`src/rtl/snake_pkg.sv`:
```
// Shared constants and types for the snake display pipeline.
// Positions use p = 10*R + C with R in 1..8, C in 2..9.
package snake_pkg;
   localparam int SEG_W      = 8;
   localparam int SEG_N      = 9;
   localparam int GRID_ROWS  = 8;
   localparam int GRID_COLS  = 8;
   localparam int POS_MIN    = 12;
   localparam int POS_MAX    = 89;
   localparam int ROW_STRIDE = 10;
   localparam int COL_OFFSET = 2;
   // Nine body segments plus the apple.
   localparam int SRC_N      = SEG_N + 1;

   typedef enum logic [1:0] {
      SNAP = 2'd0,
      ACC  = 2'd1,
      HOLD = 2'd2
   } scan_state_e;
endpackage

```
`src/rtl/snake_pos_decode.sv`:
```
// Maps a packed position onto one matrix row without a divider:
// a hit means the position lies in row_idx, col_onehot marks its column.
module snake_pos_decode
   import snake_pkg::*;
(
   input  logic [SEG_W-1:0]     p,
   input  logic [2:0]           row_idx,
   output logic                 hit,
   output logic [GRID_COLS-1:0] col_onehot
);
   logic [SEG_W-1:0] base;
   logic [SEG_W-1:0] offs;
   logic             in_range;

   always_comb begin
      base     = SEG_W'(ROW_STRIDE) * (SEG_W'(row_idx) + SEG_W'(1));
      // Positions left of the row wrap to a large value and never look like a column.
      offs     = p - base - SEG_W'(COL_OFFSET);
      in_range = (p >= SEG_W'(POS_MIN)) && (p <= SEG_W'(POS_MAX));
      hit      = in_range && (offs < SEG_W'(GRID_COLS));
      col_onehot = hit ? (GRID_COLS'(1) << offs[2:0]) : '0;
   end
endmodule

```
`src/rtl/snake_matrix_scan.sv`:
```
// Row-multiplexed 8x8 LED scanner: composes one row per period from a
// per-frame snapshot of the snake and apple, and shows it the period after.
module snake_matrix_scan
   import snake_pkg::*;
#(
   parameter int ROW_DIV      = 1000,
   parameter int BLINK_FRAMES = 32,
   parameter bit APPLE_BLINK  = 1'b1
)(
   input  logic                   clk,
   input  logic                   rst,
   input  logic [SEG_N*SEG_W-1:0] snake,
   input  logic [SEG_W-1:0]       apple,
   output logic [GRID_ROWS-1:0]   row_n,
   output logic [GRID_COLS-1:0]   col,
   output logic                   frame_start,
   output scan_state_e            state_dbg
);
   localparam int DIV_W = $clog2(ROW_DIV);
   localparam int FRM_W = (BLINK_FRAMES > 1) ? $clog2(BLINK_FRAMES) : 1;
   localparam logic [DIV_W-1:0] DIV_LAST = DIV_W'(ROW_DIV - 1);
   localparam logic [DIV_W-1:0] ACC_LAST = DIV_W'(SRC_N);
   localparam logic [FRM_W-1:0] FRM_LAST = FRM_W'(BLINK_FRAMES - 1);

   scan_state_e              state, state_nxt;
   logic [DIV_W-1:0]         div_cnt;
   logic [DIV_W-1:0]         src_k;
   logic [2:0]               row_idx;
   logic [FRM_W-1:0]         frame_cnt;
   logic                     blink_on;
   logic [GRID_COLS-1:0]     acc;
   logic [SEG_N*SEG_W-1:0]   snake_sh;
   logic [SEG_W-1:0]         apple_sh;
   logic [SEG_W-1:0]         src_pos;
   logic                     src_hit;
   logic [GRID_COLS-1:0]     src_col;
   logic                     snap_en, acc_clr, acc_en, row_end;

   always_ff @(posedge clk) begin
      if (!rst) state <= SNAP;
      else      state <= state_nxt;
   end

   always_comb begin
      state_nxt = state;
      case (state)
         SNAP:    state_nxt = ACC;
         ACC:     if (div_cnt == ACC_LAST) state_nxt = HOLD;
         HOLD:    if (div_cnt == DIV_LAST) state_nxt = SNAP;
         default: state_nxt = SNAP;
      endcase
   end

   always_comb begin
      snap_en     = (state == SNAP) && (row_idx == 3'd0);
      acc_clr     = (state == SNAP);
      acc_en      = (state == ACC);
      row_end     = (state == HOLD) && (div_cnt == DIV_LAST);
      frame_start = snap_en && rst;
      state_dbg   = state;
   end

   // Source k = div_cnt-1: segments 0..8, then the apple gated by blink.
   always_comb begin
      src_k   = div_cnt - DIV_W'(1);
      src_pos = '0;
      for (int k = 0; k < SEG_N; k++) begin
         if (src_k == DIV_W'(k)) src_pos = snake_sh[k*SEG_W +: SEG_W];
      end
      if ((src_k == DIV_W'(SEG_N)) && (blink_on || !APPLE_BLINK)) src_pos = apple_sh;
   end

   snake_pos_decode u_dec (
      .p          (src_pos),
      .row_idx    (row_idx),
      .hit        (src_hit),
      .col_onehot (src_col)
   );

   always_ff @(posedge clk) begin
      if (!rst) begin
         div_cnt   <= '0;
         row_idx   <= 3'd0;
         frame_cnt <= '0;
         blink_on  <= 1'b1;
         acc       <= '0;
         snake_sh  <= '0;
         apple_sh  <= '0;
         row_n     <= '1;
         col       <= '0;
      end else begin
         div_cnt <= (div_cnt == DIV_LAST) ? '0 : div_cnt + DIV_W'(1);
         if (snap_en) begin
            snake_sh <= snake;
            apple_sh <= apple;
         end
         if (acc_clr)     acc <= '0;
         else if (acc_en) acc <= acc | (src_hit ? src_col : '0);
         // Row select and columns switch on the same edge, so no glitch cycle.
         if (row_end) begin
            row_n   <= ~(GRID_ROWS'(1) << row_idx);
            col     <= acc;
            row_idx <= row_idx + 3'd1;
            if (row_idx == 3'(GRID_ROWS - 1)) begin
               if (frame_cnt == FRM_LAST) begin
                  frame_cnt <= '0;
                  blink_on  <= ~blink_on;
               end else begin
                  frame_cnt <= frame_cnt + FRM_W'(1);
               end
            end
         end
      end
   end
endmodule

```
`config.mk`:
```
export PLATFORM = sky130hd
export DESIGN_NAME = snake_matrix_scan
export DESIGN_NICKNAME = d
export VERILOG_FILES = /design/src/rtl/snake_pkg.sv /design/src/rtl/snake_pos_decode.sv /design/src/rtl/snake_matrix_scan.sv
export SDC_FILE = /design/constraint.sdc
export NUM_CORES = 1
export LEC_CHECK = 0
export CAP_MARGIN = 20
export CORE_AREA = 4 4 122 124
export CTS_BUF_LIST = sky130_fd_sc_hd__clkbuf_16
export CTS_CLUSTER_DIAMETER = 50
export DETAILED_ROUTE_END_ITERATION = 7
export DIE_AREA = 0 0 126 128
export DONT_BUFFER_PORTS = 1
export PLACE_DENSITY = 0.66
export SLEW_MARGIN = 20
export SYNTH_ARGS = -nofsm -noshare
export SYNTH_HDL_FRONTEND = slang
export SYNTH_SLANG_ARGS = --single-unit
```
`constraint.sdc`:
```
create_clock -name clk -period 4.2 [get_ports clk]
set_clock_uncertainty 0.2 [all_clocks]
set_input_delay 0.42 -clock clk [delete_from_list [all_inputs] [get_ports clk]]
set_output_delay 0.42 -clock clk [all_outputs]
set_load 0.03 [all_outputs]
```
==> qor.txt <==
Status - complete, but fails checks
CTS H-tree depth - 4
Cell taking the most area after synthesis - dfxtp_1
Relative slew slack - 54.9%
Crit end category - flip-flop
Critical Path Sink - acc[4]
Rows - 43
Seq/Total Area, Yosys - 37.0%
Die Span Y - 128 um
Warnings from Yosys - 0
Worst setup path class - reg2reg
Total Die Area - 16100 um2
All-Layer GR Usage - 24.1%
Final Hold Vio Count - 0
Die width - 126 um
Mapped Nets - 982
Max IR drop VDD - 324 uV
Netlist cell types - 74
Flop2flop setup slack - -0.03 ns
Starting Density - 49.1%
Critical path origin - div_cnt[0]
Met3 usage - 5.63%
Area contributors post-synth - dfxtp_1 37%, nand2_1 13%, a21boi_0 11%
Clock buffer depth - 2
Most frequent cells in the layout - 233 x nand2_1, 121 x dfxtp_1, 94 x a21boi_0, 82 x buf_4, 79 x dlygate4sd3_1
Post-synth ARST share - 0%
Total CTS buffers - 17
Final worst path period share - 101%
Largest net degree at the start of global routing - 109
Detailed placement HPWL - 13200 um
Router iterations before antenna repair - 4
DRT Wirelength - 19600 um
Hold Path Depth - 2
Fin cells - 1191
Clk_lat worst skew - 0.42 ns
RR Endpoint - acc[4]
Layout area overhead - 35.7%
Number of nets in the layout - 1111
Fin crit period - 4.23 ns
Reg2Reg Depth - 18
Met1 Usage GRT - 29.0%
PwrDens - 358 nW/um2
Gpl congestion - 0.945
Commonest non-fill, non-tap cell in the layout - nand2_1
Arrival @ worst endpoint - 4.38 ns
Final setup viols - 8
Synth Cell Area - 6770 um2
Core area - 13800 um2
Leak - 3.60 nW
Violated checks - negative setup slack
Drc violations - 0
Ys flop type - dfxtp_1
CTS Root Cell - clkbuf_16
Clock Pin Slew Worst Setup and Hold Paths - 0.06 ns
Cells after Synth - 870
CTS sink count - 125
DRT antenna net count - 0
PortBufs - 0
Reg2Reg Launch Point - div_cnt[0]
Fill cell count - 1168
CTS tree - done
CP max FO - 14
Remaining Overflow, GRT - 0
Most used routing layer - met2
RSZ-0062 raised after global routing - yes
Fraction of post-synthesis cell area in the top cell type by area - 37.0%
Ant. Diodes - 0
Initial antenna violation count - 0
MaxCap Viol Count - 0
Setup WS post-layout - -0.0323 ns
Max Freq - 236 MHz
Placed cells - 1065
Worst setup SP type - flip-flop
Worst slack at placement - -0.285 ns
Average size of a mapped cell - 7.78 um2
Worst-Margin Slew - 0.677 ns
Vias per cell - 5.51
EDFF count, synth - 0
First-pass GRT wire length - 31600 um
Synthesized flop and latch total - 125
Fin. max-slew vios - 0
Num ports - 101
Initial DRC count - 289
WP data required - 4.35 ns
Hold Path Class - in2reg
M2 GR Usage - 41.7%
Via count - 6562
Drt wl/cell - 16.4 um
Layout cells sized above 1 - 17.9%
Vias in the first global route - 6645
-- timing repair --
| item | CTS | global route |
|---|---|---|
| buffers inserted | 14 | 1 |
| pin swaps | 18 | 26 |
| resized for setup | 25 | 40 |
| hold buffers | 80 | 0 |
| hold endpoints to repair | 108 | 0 |
| setup endpoints to repair | 8 | 8 |
-- Yosys cell counts, types with 8 or more instances --
| library cell | count |
|---|---|
| nor2b_1 | 8 |
| buf_2 | 8 |
| nand3_1 | 22 |
| nand2_1 | 233 |
| a21oi_1 | 25 |
| o21ai_1 | 10 |
| inv_1 | 33 |
| a221oi_1 | 8 |
| nand4_1 | 8 |
| a21boi_0 | 95 |
| ha_1 | 29 |
| and2_1 | 12 |
| clkbuf_1 | 50 |
| o21ai_0 | 25 |
| nand3b_1 | 8 |
| nor2_1 | 33 |
| dfxtp_1 | 125 |
-- report_power, final --
group          switching, W  internal (W)
registers         0.0000360       0.00123
logic              0.000309      0.000315
clock network      0.000534      0.000857
total              0.000878       0.00241
-- routing by layer --
metal / part of all wire (%) / vias up
met5: 0 / -
met1: 43 / 3105
met4: 3.2 / 0
met2: 50 / 150
met3: 3.8 / 46
li1: - / 3261
-- kinds of logic after synthesis --
logic type / after synthesis / synth area share [%]
adder cells (fa/ha/maj): 30 / 5.66
buffers and inverters: 97 / 5.59
AO/OA/AOI/OAI: 237 / 25.6
AND/OR/NAND/NOR: 368 / 24.4
flip-flops: 125 / 37.0
XOR/XNOR: 13 / 1.68
-- critical path, stage by stage, from the launching register on --
cell       delay, ns
dfxtp_2         0.34
buf_12          0.15
or3_1           0.38
a31o_2          0.29
buf_12          0.14
o2111a_1        0.16
nor4_4          0.30
o21ai_2         0.09
nand2_1         0.11
ha_4            0.12
inv_1           0.07
fa_2            0.42
a21o_1          0.20
o31ai_1         0.23
and3_1          0.20
o2111ai_2       0.12
a211oi_2        0.29
o221ai_4        0.20
o21ai_1         0.16
-- metrics by stage --
step | setup TNS [ns] | power, W | hold slack (ns) | utilization, % | cell area, um2
2_1_floorplan | 0 | 0.00158 | 0.225 | - | 6820
3_3_place_gp | -0.986 | 0.00173 | 0.240 | 53.6 | 7380
3_5_place_dp | -2.13 | 0.00174 | 0.242 | 53.6 | 7380
4_1_cts | 0 | 0.00326 | 0.0181 | 65.1 | 8970
5_1_grt | -1.37 | 0.00341 | 0.0384 | 66.7 | 9180
6_report | -0.174 | 0.00328 | 0.0437 | 66.7 | 9180
-- sequential cells by signal (all words and copies together) (netlist names) --
register	count
snake_sh	72
div_cnt	10
acc	8
apple_sh	8
col	8
row_n	8
frame_cnt	5
row_idx	3
state_dbg	2
blink_on	1
-- worst min-delay path by stage --
stage / from / slack [ns] / to
after floorplan: acc[3] / 0.23 / acc[3]
after global placement: acc[3] / 0.24 / acc[3]
after detailed placement: acc[1] / 0.24 / acc[1]
after CTS: snake[17] / 0.02 / snake_sh[17]
after global routing: snake[17] / 0.04 / snake_sh[17]
final: snake[17] / 0.04 / snake_sh[17]
-- final cells by class --
class	count	area (um2)	share of cell area [%]
inverters	36	140	1.53
clock buffers	17	425	4.63
flip-flops and latches	125	2510	27.3
repair buffers	171	1570	17.1
clock inverters	14	130	1.42
well taps	180	225	2.45
multi-input cells	648	4180	45.6
Power figures use the tool's default switching activity.
